==> src/rtl/aes_pkg.sv <==
// ---------------------------------------------------------------------------
// aes_pkg
// Shared AES definitions for the key scheduler and the cipher rounds.
//   - key_len encodings (128 / 192 / 256 / illegal)
//   - scheduler FSM state type and the round-key FIFO entry struct
//   - Nk / Nr / key-size lookups derived from key_len
//   - xtime (multiply by x in GF(2^8)) used to step Rcon
//   - the forward S-box table, byte 0x00 stored in the top byte
// ---------------------------------------------------------------------------
package aes_pkg;

   localparam logic [1:0] KEY_LEN_128     = 2'd0;
   localparam logic [1:0] KEY_LEN_192     = 2'd1;
   localparam logic [1:0] KEY_LEN_256     = 2'd2;
   localparam logic [1:0] KEY_LEN_ILLEGAL = 2'd3;

   typedef enum logic [1:0] {
      IDLE,
      GEN,
      DRAIN
   } schedStateT;

   typedef struct packed {
      logic [127:0] data;
      logic [3:0]   index;
      logic         last;
   } roundKeyT;

   localparam logic [2047:0] SBOX_TABLE = {
      128'h637c777bf26b6fc53001672bfed7ab76,
      128'hca82c97dfa5947f0add4a2af9ca472c0,
      128'hb7fd9326363ff7cc34a5e5f171d83115,
      128'h04c723c31896059a071280e2eb27b275,
      128'h09832c1a1b6e5aa0523bd6b329e32f84,
      128'h53d100ed20fcb15b6acbbe394a4c58cf,
      128'hd0efaafb434d338545f9027f503c9fa8,
      128'h51a3408f929d38f5bcb6da2110fff3d2,
      128'hcd0c13ec5f974417c4a77e3d645d1973,
      128'h60814fdc222a908846eeb814de5e0bdb,
      128'he0323a0a4906245cc2d3ac629195e479,
      128'he7c8376d8dd54ea96c56f4ea657aae08,
      128'hba78252e1ca6b4c6e8dd741f4bbd8b8a,
      128'h703eb5664803f60e613557b986c11d9e,
      128'he1f8981169d98e949b1e87e9ce5528df,
      128'h8ca1890dbfe6426841992d0fb054bb16
   };

   // Number of 32-bit words in the cipher key.
   function automatic logic [3:0] nkOf(input logic [1:0] keyLen);
      case (keyLen)
         KEY_LEN_128: return 4'd4;
         KEY_LEN_192: return 4'd6;
         default:     return 4'd8;
      endcase
   endfunction

   // Number of cipher rounds; the schedule emits Nr+1 round keys.
   function automatic logic [3:0] nrOf(input logic [1:0] keyLen);
      case (keyLen)
         KEY_LEN_128: return 4'd10;
         KEY_LEN_192: return 4'd12;
         default:     return 4'd14;
      endcase
   endfunction

   // Key size in bits; the illegal code maps above any supported size.
   function automatic int keyBitsOf(input logic [1:0] keyLen);
      return 128 + 64 * int'(keyLen);
   endfunction

   function automatic logic [7:0] xtime(input logic [7:0] b);
      return {b[6:0], 1'b0} ^ (b[7] ? 8'h1b : 8'h00);
   endfunction

   function automatic logic [7:0] sbox(input logic [7:0] b);
      return SBOX_TABLE[(255 - int'(b)) * 8 +: 8];
   endfunction

endpackage

==> src/rtl/aes_key_schedule_seq_if.sv <==
// ---------------------------------------------------------------------------
// aes_key_schedule_seq_if
// Round-key stream between the key scheduler (master) and the cipher round
// pipeline (slave).
//   rk_valid  master->slave  head of the round-key FIFO is valid
//   rk_ready  slave->master  consumer takes the head this cycle
//   rk_data   master->slave  round key, w[4r] in [127:96]
//   rk_index  master->slave  round number r
//   rk_last   master->slave  high on the final round key
// ---------------------------------------------------------------------------
interface aes_key_schedule_seq_if;

   logic         rk_valid;
   logic         rk_ready;
   logic [127:0] rk_data;
   logic [3:0]   rk_index;
   logic         rk_last;

   modport master (
      output rk_valid,
      output rk_data,
      output rk_index,
      output rk_last,
      input  rk_ready
   );

   modport slave (
      input  rk_valid,
      input  rk_data,
      input  rk_index,
      input  rk_last,
      output rk_ready
   );

endinterface

==> src/rtl/aes_sbox_word.sv <==
// ---------------------------------------------------------------------------
// aes_sbox_word
// SubWord: four parallel forward S-boxes on a 32-bit word.
//   word     in   32  input word
//   subWord  out  32  S-box applied to each byte
// ---------------------------------------------------------------------------
module aes_sbox_word
   import aes_pkg::*;
(
   input  logic [31:0] word,
   output logic [31:0] subWord
);

   // Each byte lane is looked up independently; no mixing between lanes.
   for (genvar k = 0; k < 4; k++) begin : gLane
      assign subWord[8*k +: 8] = sbox(word[8*k +: 8]);
   end

endmodule

==> src/rtl/aes_key_schedule_seq.sv <==
// ---------------------------------------------------------------------------
// aes_key_schedule_seq
// Sequential AES-128/192/256 key expansion, one 32-bit word per cycle through
// a single shared SubWord, streaming 128-bit round keys through a small FIFO.
//   clk      in   1    clock, rising edge
//   rst_n    in   1    asynchronous active-low reset
//   start    in   1    begin expansion (sampled only in IDLE)
//   key_len  in   2    0=AES-128, 1=AES-192, 2=AES-256, 3=illegal
//   key_in   in   256  cipher key, MSB-aligned
//   abort    in   1    synchronous flush back to IDLE
//   busy     out  1    expansion in progress or round keys still queued
//   err      out  1    one-cycle pulse on a rejected start
//   rk       master    round-key stream (valid/ready, data, index, last)
// ---------------------------------------------------------------------------
module aes_key_schedule_seq
   import aes_pkg::*;
#(
   parameter int MAX_KEY_BITS   = 256,
   parameter int OUT_FIFO_DEPTH = 2
) (
   input  logic                          clk,
   input  logic                          rst_n,
   input  logic                          start,
   input  logic [1:0]                    key_len,
   input  logic [255:0]                  key_in,
   input  logic                          abort,
   output logic                          busy,
   output logic                          err,
   aes_key_schedule_seq_if.master        rk
);

   localparam int PTR_W = (OUT_FIFO_DEPTH > 1) ? $clog2(OUT_FIFO_DEPTH) : 1;
   localparam int CNT_W = $clog2(OUT_FIFO_DEPTH + 1);
   localparam int MEM_N = 1 << PTR_W;
   localparam logic [PTR_W-1:0] LAST_PTR = PTR_W'(OUT_FIFO_DEPTH - 1);
   localparam logic [CNT_W-1:0] FULL_CNT = CNT_W'(OUT_FIFO_DEPTH);

   schedStateT   state;
   logic [1:0]   keyLenQ;
   logic [255:0] keyQ;
   logic [5:0]   wordCnt;
   logic [2:0]   modCnt;
   logic [7:0]   rcon;
   logic [31:0]  win [8];
   logic [95:0]  groupQ;

   roundKeyT         fifoMem [MEM_N];
   logic [PTR_W-1:0] wrPtr;
   logic [PTR_W-1:0] rdPtr;
   logic [CNT_W-1:0] fifoCnt;

   logic [3:0]  nk;
   logic [3:0]  nr;
   logic [31:0] keyWords [8];
   logic [31:0] prevWord;
   logic [31:0] farWord;
   logic [31:0] sboxIn;
   logic [31:0] sboxOut;
   logic [31:0] newWord;
   logic        inKey;
   logic        groupDone;
   logic        isLast;
   logic        fifoFull;
   logic        popFire;
   logic        genStep;
   logic        pushFire;
   logic        startLegal;

   assign nk = nkOf(keyLenQ);
   assign nr = nrOf(keyLenQ);

   assign startLegal = (key_len != KEY_LEN_ILLEGAL) && (keyBitsOf(key_len) <= MAX_KEY_BITS);

   aes_sbox_word uSboxWord (
      .word    (sboxIn),
      .subWord (sboxOut)
   );

   // Word generator. win[0] is w[i-1] and win[Nk-1] is w[i-Nk], so the
   // recurrence only needs the newest and the oldest word of the window.
   // RotWord is applied ahead of the shared S-box only on the i mod Nk == 0
   // step; the AES-256 mid-key step feeds the unrotated word.
   always_comb begin
      for (int k = 0; k < 8; k++) begin
         keyWords[k] = keyQ[255 - 32*k -: 32];
      end
      prevWord  = win[0];
      farWord   = win[3'(nk - 4'd1)];
      inKey     = (wordCnt < {2'b00, nk});
      sboxIn    = (modCnt == 3'd0) ? {prevWord[23:0], prevWord[31:24]} : prevWord;
      groupDone = (wordCnt[1:0] == 2'b11);
      isLast    = (wordCnt == {nr, 2'b11});
      newWord   = farWord ^ prevWord;
      if (inKey) begin
         newWord = keyWords[wordCnt[2:0]];
      end else if (modCnt == 3'd0) begin
         newWord = farWord ^ sboxOut ^ {rcon, 24'h000000};
      end else if ((nk == 4'd8) && (modCnt == 3'd4)) begin
         newWord = farWord ^ sboxOut;
      end
   end

   // Flow control. The generator only ever waits on the word that completes
   // a group; a pop in the same cycle frees the slot the push needs.
   always_comb begin
      fifoFull = (fifoCnt == FULL_CNT);
      popFire  = (fifoCnt != '0) && rk.rk_ready;
      genStep  = (state == GEN) && (!groupDone || !fifoFull || popFire);
      pushFire = genStep && groupDone;
   end

   // Scheduler FSM. Abort wins over everything; err is a one-cycle pulse;
   // busy drops on the edge that pops the final round key out of the FIFO.
   always_ff @(posedge clk or negedge rst_n) begin
      if (!rst_n) begin
         state   <= IDLE;
         busy    <= 1'b0;
         err     <= 1'b0;
         keyLenQ <= KEY_LEN_128;
         keyQ    <= '0;
         wordCnt <= '0;
         modCnt  <= '0;
         rcon    <= 8'h01;
         groupQ  <= '0;
         for (int k = 0; k < 8; k++) begin
            win[k] <= '0;
         end
      end else if (abort) begin
         state <= IDLE;
         busy  <= 1'b0;
         err   <= 1'b0;
      end else begin
         err <= 1'b0;
         case (state)
            IDLE: begin
               if (start) begin
                  if (startLegal) begin
                     keyLenQ <= key_len;
                     keyQ    <= key_in;
                     wordCnt <= '0;
                     modCnt  <= '0;
                     rcon    <= 8'h01;
                     busy    <= 1'b1;
                     state   <= GEN;
                  end else begin
                     err <= 1'b1;
                  end
               end
            end
            GEN: begin
               if (genStep) begin
                  win[0] <= newWord;
                  for (int k = 1; k < 8; k++) begin
                     win[k] <= win[k-1];
                  end
                  groupQ  <= {groupQ[63:0], newWord};
                  wordCnt <= wordCnt + 6'd1;
                  modCnt  <= (modCnt == 3'(nk - 4'd1)) ? 3'd0 : modCnt + 3'd1;
                  if (!inKey && (modCnt == 3'd0)) begin
                     rcon <= xtime(rcon);
                  end
                  if (pushFire && isLast) begin
                     state <= DRAIN;
                  end
               end
            end
            DRAIN: begin
               if ((fifoCnt == '0) || ((fifoCnt == CNT_W'(1)) && popFire)) begin
                  busy  <= 1'b0;
                  state <= IDLE;
               end
            end
            default: begin
               state <= IDLE;
            end
         endcase
      end
   end

   // Round-key FIFO. The array is sized to a power of two so the pointers
   // always index it in range; pointers wrap at the configured depth.
   always_ff @(posedge clk or negedge rst_n) begin
      if (!rst_n) begin
         wrPtr   <= '0;
         rdPtr   <= '0;
         fifoCnt <= '0;
         for (int k = 0; k < MEM_N; k++) begin
            fifoMem[k] <= '0;
         end
      end else if (abort) begin
         wrPtr   <= '0;
         rdPtr   <= '0;
         fifoCnt <= '0;
      end else begin
         if (pushFire) begin
            fifoMem[wrPtr] <= '{data: {groupQ, newWord}, index: wordCnt[5:2], last: isLast};
            wrPtr          <= (wrPtr == LAST_PTR) ? '0 : wrPtr + PTR_W'(1);
         end
         if (popFire) begin
            rdPtr <= (rdPtr == LAST_PTR) ? '0 : rdPtr + PTR_W'(1);
         end
         if (pushFire && !popFire) begin
            fifoCnt <= fifoCnt + CNT_W'(1);
         end else if (!pushFire && popFire) begin
            fifoCnt <= fifoCnt - CNT_W'(1);
         end
      end
   end

   // Stream outputs come straight from the FIFO head registers.
   always_comb begin
      rk.rk_valid = (fifoCnt != '0);
      rk.rk_data  = fifoMem[rdPtr].data;
      rk.rk_index = fifoMem[rdPtr].index;
      rk.rk_last  = fifoMem[rdPtr].last;
   end

endmodule

==> src/flat_wrapper.sv <==
// flat-port wrapper written by rule: the top's interface ports become plain ports
module aes_key_schedule_seq_flat import aes_pkg::*;
#(
   parameter int MAX_KEY_BITS   = 256,
   parameter int OUT_FIFO_DEPTH = 2
)
  (clk, rst_n, start, key_len, key_in, abort, busy, err, rk_rk_valid, rk_rk_data, rk_rk_index, rk_rk_last, rk_rk_ready);
  aes_key_schedule_seq_if rk_i ();
  input  logic clk;
  input  logic rst_n;
  input  logic start;
  input  logic [1:0] key_len;
  input  logic [255:0] key_in;
  input  logic abort;
  output logic busy;
  output logic err;
  output wire logic [$bits(rk_i.rk_valid)-1:0] rk_rk_valid;
  output wire logic [$bits(rk_i.rk_data)-1:0] rk_rk_data;
  output wire logic [$bits(rk_i.rk_index)-1:0] rk_rk_index;
  output wire logic [$bits(rk_i.rk_last)-1:0] rk_rk_last;
  input wire logic [$bits(rk_i.rk_ready)-1:0] rk_rk_ready;
  assign rk_rk_valid = rk_i.rk_valid;
  assign rk_rk_data = rk_i.rk_data;
  assign rk_rk_index = rk_i.rk_index;
  assign rk_rk_last = rk_i.rk_last;
  assign rk_i.rk_ready = rk_rk_ready;
  aes_key_schedule_seq #(.MAX_KEY_BITS(MAX_KEY_BITS), .OUT_FIFO_DEPTH(OUT_FIFO_DEPTH)) u_core (.clk(clk), .rst_n(rst_n), .start(start), .key_len(key_len), .key_in(key_in), .abort(abort), .busy(busy), .err(err), .rk(rk_i));
endmodule
==> config.mk <==
export PLATFORM = sky130hd
export DESIGN_NAME = aes_key_schedule_seq_flat
export DESIGN_NICKNAME = d
export VERILOG_FILES = /design/src/rtl/aes_pkg.sv /design/src/rtl/aes_key_schedule_seq_if.sv /design/src/rtl/aes_sbox_word.sv /design/src/rtl/aes_key_schedule_seq.sv /design/src/flat_wrapper.sv
export SDC_FILE = /design/constraint.sdc
export NUM_CORES = 2
export LEC_CHECK = 0
export BUFFER_PORTS_ARGS = -buffer_cell sky130_fd_sc_hd__buf_2
export CORE_AREA = 4 4 412 414
export DETAILED_ROUTE_END_ITERATION = 12
export DIE_AREA = 0 0 416 418
export MAX_ROUTING_LAYER = met4
export PLACE_DENSITY = 0.54
export SLEW_MARGIN = 20
export SYNTH_ARGS = -nofsm -noshare
export SYNTH_HDL_FRONTEND = slang
export SYNTH_SLANG_ARGS = --single-unit
==> constraint.sdc <==
create_clock -name clk -period 5 [get_ports clk]
set_clock_uncertainty 0.2 [all_clocks]
set_input_delay 0.5 -clock clk [delete_from_list [all_inputs] [get_ports clk]]
set_output_delay 0.5 -clock clk [all_outputs]
set_load 0.005 [all_outputs]
Word-level counts from Yosys, hierarchy flattened
Index checks and enable logic that the tools add are counted.
{"block": "word_totals", "reg_bits": 901, "latch_bits": 0, "mem_bits_rw": 0, "mem_bits_ro": 0, "in_bits": 263, "out_inout_bits": 136, "word_cells": 172, "memories": 0}
{"block": "op_classes", "add_sub_neg": 12, "mul": 0, "div_mod_pow": 0, "n_lt_le_gt_ge": 7, "eq_ne": 20, "n_shift": 4, "muxes": 58, "bitwise_logic": 9, "n_reduce_logical": 36}
{"operator": "$shiftx 2048x12->8 const A", "n": 3}
{"operator": "$shiftx 2048x32->8 const A", "n": 1}
{"operator": "$mux 133", "n": 4}
{"operator": "$bwmux 266", "n": 1}
{"operator": "$mux 32", "n": 8}
{"operator": "$bmux 32 s3", "n": 2}
{"operator": "$demux 133 s1", "n": 1}
{"operator": "$xor 32x32->32", "n": 3}
{"operator": "$sub 8x8->9 const A", "n": 4}
{"operator": "$le 32x10->1 const B", "n": 1}
{"operator": "$mux 8", "n": 4}
{"operator": "$mux 2", "n": 9}
{"operator": "$mux 6", "n": 3}
{"operator": "$pmux 8 s2", "n": 1}
{"operator": "$mux 1", "n": 14}
{"operator": "$mux 3", "n": 4}
{"operator": "$pmux 3 s2", "n": 2}
{"operator": "$pmux 6 s2", "n": 1}
{"operator": "$logic_and 1x1->1", "n": 11}
{"operator": "$reduce_and 5->1", "n": 2}
{"operator": "$add 8x8->9 const A", "n": 1}
{"operator": "$ne 3x2->1 const B", "n": 3}
{"operator": "$ge 4x4->1 const B", "n": 2}
{"operator": "$not 3->4", "n": 2}
{"operator": "other kinds (35)", "n": 59}

Logic depth before layout (Yosys ltp)
{"block": "depth", "depth_word": 12, "mapped_depth": 23, "depth_no_buf": 17}

Modules after synthesis
Synthesis repeated with hierarchy kept, for this count alone.
{"block": "hier_totals", "hier_cells": 6160, "area_unflattened_um2": 49443.7}
{"module": "aes_key_schedule_seq", "instances": 1, "cells_each": 3956, "area_per_inst_um2": 36182.2, "seq_area_each_um2": 20145.6}
{"module": "aes_sbox_word", "instances": 1, "cells_each": 2204, "area_per_inst_um2": 13261.5, "seq_area_each_um2": 0.0}

Worst setup path after synthesis
No wires, ideal clock.
{"block": "synth_path", "path_kind": "register to register", "startpoint": "register u_core.modCnt[1]", "endpoint": "register u_core.win, in the netlist u_core.prevWord[17]", "setup_time_ns": 0.125, "arrival_ns": 4.111, "t_required_ns": 4.675, "path_slack_ns": 0.564, "path_stages_with_launch": 22, "n_path_buf": 4, "synth_period_minus_slack_ns": 4.436, "cell_sequence": "dfrtp_1 inv_1 ha_1 and2b_1 buf_4 buf_6 mux2_2 inv_1 clkbuf_1 ha_1 clkbuf_1 inv_1 a211o_1 o21ai_0 nor3_1 nor3_1 o221ai_1 o2bb2ai_1 a21oi_1 xnor2_1 a21oi_1 mux2_2"}
{"block": "synth_via", "elab_chain_len": 8, "elab_cells_between_ends": 11, "classes_between": "add/sub (1); eq/ne (1); shift (1); mux (4); bitwise (2); reduce/logical (2)"}
{"element": "start: declaration", "line_no": "aes_key_schedule_seq.sv:42", "rtl": "logic [2:0] modCnt;"}
{"element": "start signal: assignment", "line_no": "aes_key_schedule_seq.sv:158", "rtl": "modCnt <= (modCnt == 3'(nk - 4'd1)) ? 3'd0 : modCnt + 3'd1;"}
{"element": "$logic_not 3->1", "line_no": "aes_key_schedule_seq.sv:90, aes_key_schedule_seq.sv:96"}
{"element": "$mux 32", "line_no": "aes_key_schedule_seq.sv:90", "rtl": "sboxIn = (modCnt == 3'd0) ? {prevWord[23:0], prevWord[31:24]} : prevWord;"}
{"element": "$sub 8x8->9", "line_no": "aes_pkg.sv:76", "rtl": "return SBOX_TABLE[(255 - int'(b)) * 8 +: 8];"}
{"element": "$shiftx 2048x12->8", "line_no": "aes_pkg.sv:76"}
{"element": "$xor 32x32->32", "line_no": "aes_key_schedule_seq.sv:97, aes_key_schedule_seq.sv:99"}
{"element": "$mux 32 or $xor 32x32->32 (tied branches)", "line_no": "aes_key_schedule_seq.sv:98, aes_key_schedule_seq.sv:97"}
{"element": "$mux 32 *", "line_no": "aes_key_schedule_seq.sv:96", "rtl": "end else if (modCnt == 3'd0) begin"}
{"element": "$mux 32 *", "line_no": "aes_key_schedule_seq.sv:94", "rtl": "if (inKey) begin"}
{"element": "end signal: indexed assignment", "line_no": "aes_key_schedule_seq.sv:154", "rtl": "win[k] <= win[k-1];"}
{"element": "end: declaration", "line_no": "aes_key_schedule_seq.sv:44", "rtl": "logic [31:0] win [8];"}
Mark *: on every way between the ends. The rest lies on a longest branch, timed or not.
A chain may end at the register's enable or synchronous reset.

Final worst setup path
{"block": "layout_path", "startpoint": "register u_core.modCnt[1]", "endpoint": "register u_core.win, in the netlist u_core.prevWord[27]"}
The elaborated chain is that of the path after synthesis.

==> results.json <==
{
  "die-area_sq_um": 174000,
  "fin_hold_ws_ns": 0.106,
  "viasPerCell": 5.66,
  "ir_drop_v": 0.000415,
  "seqCellArea_sq_um": 20200,
  "ys_async_sr_fraction_pct": 100,
  "maxCapViolations": 0,
  "worstPathMaxFanout": 11,
  "cp_top_family": "compound AO/OA/AOI/OAI gates",
  "hpwl_mm": 187,
  "track_usage_pct": 29.5,
  "ant_nets": 0,
  "r2r_start": "u_core.modCnt[1]",
  "multi_input_area_sq_um": 27200,
  "grt_antenna_before_repair": 14,
  "fin_tns_setup_ns": 0,
  "p_per_area_nw_per_um2": 901,
  "yosysSeqAreaShare_pct": 40.6,
  "rsz0062_at_grt": "false",
  "crit_path_cell_trace": "inv_1, ha_1, nand2b_4, mux2_2, ha_1, inv_1, a211o_1, and3_1, o21a_1, o41ai_1, o22ai_2, xnor2_1, o221ai_1, xnor2_1, nor2_2, o31ai_1",
  "period_share_pct": 98.1,
  "worstHoldStart": "rk_rk_ready",
  "combPwrFrac_pct": 69.4,
  "avgRoutedWirePerCell_um": 29.3,
  "htree_levels": 3,
  "dp.cells": 8322,
  "core.rowCount": 150,
  "crit_path_end_kind": "register",
  "ys_seq_elements": 805,
  "finalSetupViolations": 0,
  "core_area_sq_um": 166000,
  "switching_share_pct": 52.9,
  "hp-class": "input port to register",
  "final_area_sq_um": 63500,
  "netlist_area_sq_um": 49600,
  "utilization_pct": 38.2,
  "power_frac_clock_pct": 12.8,
  "cts.reportedPaths.clkPinSlew_ns": 0.06,
  "slowest_delay_ns": 0.52,
  "postSynthCellCount": 5634,
  "final_cell_mix": "nand2_1 (1582), dfrtp_1 (798), buf_4 (556)",
  "area_delta_synth_final_pct": 28.2,
  "crit_start": "u_core.modCnt[1]",
  "cts.sinks": 805,
  "firstDrtPassIters": 6,
  "grt_pass1_wl_mm": 369,
  "routabilityCongestion": 1.00,
  "ys_warn_count": 0,
  "ys.flop_type": "dfrtp_1",
  "cts_tree": "yes",
  "layout_commonest_cell": "nand2_1",
  "synth_nets": 5937,
  "io-pin-count": 399,
  "clkLatencyLatePin_ns": 0.72,
  "period_minus_slack_ns": 4.90,
  "intPower_mw": 27.0,
  "nets": 6784,
  "drive_gt1_share_pct": 27.2,
  "cts_made_buffers": 94,
  "drtIter0Drc": 4893,
  "worst-setup-path-type": "register to register",
  "grt_start_max_net_pins": 186,
  "power_mw": 57.3,
  "max_freq_mhz": 204,
  "leakage_nw": 28.9,
  "nFillCells": 16900,
  "status": "completed",
  "synth_cell_type_count": 103,
  "die_h_um": 418,
  "dieWidth_um": 416,
  "synth_edf_count": 0,
  "critPathLaunchType": "register",
  "grt_pass1_vias": 49900,
  "finalNonFillerCells": 8774,
  "io_buffers": 398,
  "setup_ws_ns": 0.0962,
  "hold_violations": 0,
  "clockRootBuffer": "clkbuf_16",
  "placed_area_sq_um": 57400,
  "clk_path_buf_depth": 3,
  "crit_buf_inv": 2,
  "synth.avg_cell_area_sq_um": 8.80,
  "initial_utilization_pct": 29.8,
  "slew_headroom_pct": 18.6,
  "seqPwrFrac_pct": 17.8,
  "tightest_slew_ns": 1.21,
  "cp.arrival_ns": 5.31,
  "via_count": 49600,
  "post-place-ws_ns": 0.0646,
  "gr-total-overflow": 0,
  "drcViolationCount": 0,
  "routed_wl_mm": 257,
  "slew_viol_final": 0,
  "crit_slowest_cell": "ha_1",
  "p_switching_mw": 30.3,
  "cp.required_ns": 5.40
}
==> final timing paths <==
path,to,slack (ns),cells after the start
worst max-delay path,u_core.prevWord[27],0.1,16
worst max register to register,u_core.prevWord[27],0.1,16
max in group asynchronous,u_core.fifoMem[209],3.01,3
min in group asynchronous,u_core.keyQ[54],0.24,2
worst min-delay path,u_core.fifoCnt[1],0.11,4
worst min register to register,u_core.win[79],0.25,2
==> state kept, by name, indices dropped and copies added (netlist names), 2 cells and up <==
name             count
u_core.win         191
u_core.state         2
u_core.keyQ        256
u_core.fifoMem     266
u_core.rcon          8
u_core.keyLenQ       2
u_core.modCnt        3
u_core.wordCnt       6
u_core.prevWord     31
u_core.groupQ       34
u_core.fifoCnt       2
==> cells in the mapped netlist, types with 64 or more instances <==
library cell / count / area, sq um
buf_2: 124 / 621
a31oi_1: 76 / 475
nor3_1: 96 / 480
mux4_2: 69 / 1550
nand2_1: 1583 / 5940
nand3_1: 95 / 475
mux2i_1: 110 / 1100
o21ai_0: 289 / 1450
nor2_1: 247 / 927
clkbuf_1: 310 / 1160
a21oi_1: 256 / 1280
dfrtp_1: 804 / 20100
o211ai_1: 64 / 480
a211oi_1: 98 / 736
mux2_2: 435 / 4900
==> cells by family (layout without fill, tap and decap cells) <==
group | after synthesis | after routing | share of synthesized area, %
compound gates | 1329 | 1329 | 18.2
xor+xnor | 60 | 60 | 1.08
fa+ha+maj | 40 | 40 | 1.01
buf+inv | 568 | 1494 | 5.08
flops | 805 | 805 | 40.6
mux | 620 | 620 | 15.4
other cells | 0 | 10 | 0
simple gates | 2212 | 2212 | 18.5
==> power groups by stage <==
stage	clock network, mW	logic, mW	registers [mW]
global placement	0	39.2	10.2
CTS	7.47	38.6	10.2
floorplan	0	19.8	9.17
detailed placement	0	38.2	10.3
global route	7.74	41.3	10.4
finish	7.31	39.7	10.2
==> cell type report <==
type,instances,area share [%]
Clock inverter,37,0.752
Tap cell,2204,4.34
Inverter,46,0.284
Sequential cell,805,31.7
Antenna cell,10,0.0394
Multi-Input combinational cell,4261,42.8
Clock buffer,138,4.49
Timing Repair Buffer,1273,15.6
==> what timing repair did <==
| item | in CTS | in global routing |
|---|---|---|
| resized for setup | 0 | 29 |
| setup endpoints to repair | 0 | 35 |
| hold buffers | 265 | 0 |
| hold endpoints to repair | 338 | 0 |
| buffers inserted | 0 | 2 |
==> worst reg2reg max path, stage by stage, from the launching register on <==
cell	delay, ns
dfrtp_1	0.41
inv_1	0.10
ha_1	0.28
nand2b_4	0.18
mux2_2	0.32
ha_1	0.52
inv_1	0.28
a211o_1	0.37
and3_1	0.22
o21a_1	0.20
o41ai_1	0.47
o22ai_2	0.21
xnor2_1	0.16
o221ai_1	0.33
xnor2_1	0.19
nor2_2	0.07
o31ai_1	0.28
==> layer usage <==
metal / track usage, % / vias to the layer above / wire length (um)
met5: - / - / 0
met2: 46.1 / 2126 / 118000
met4: 12.5 / 0 / 13000
li1: - / 21900 / -
met1: 38.6 / 25200 / 110000
met3: 3.77 / 494 / 15200
Note: power is estimated with default switching activity, not from simulation.
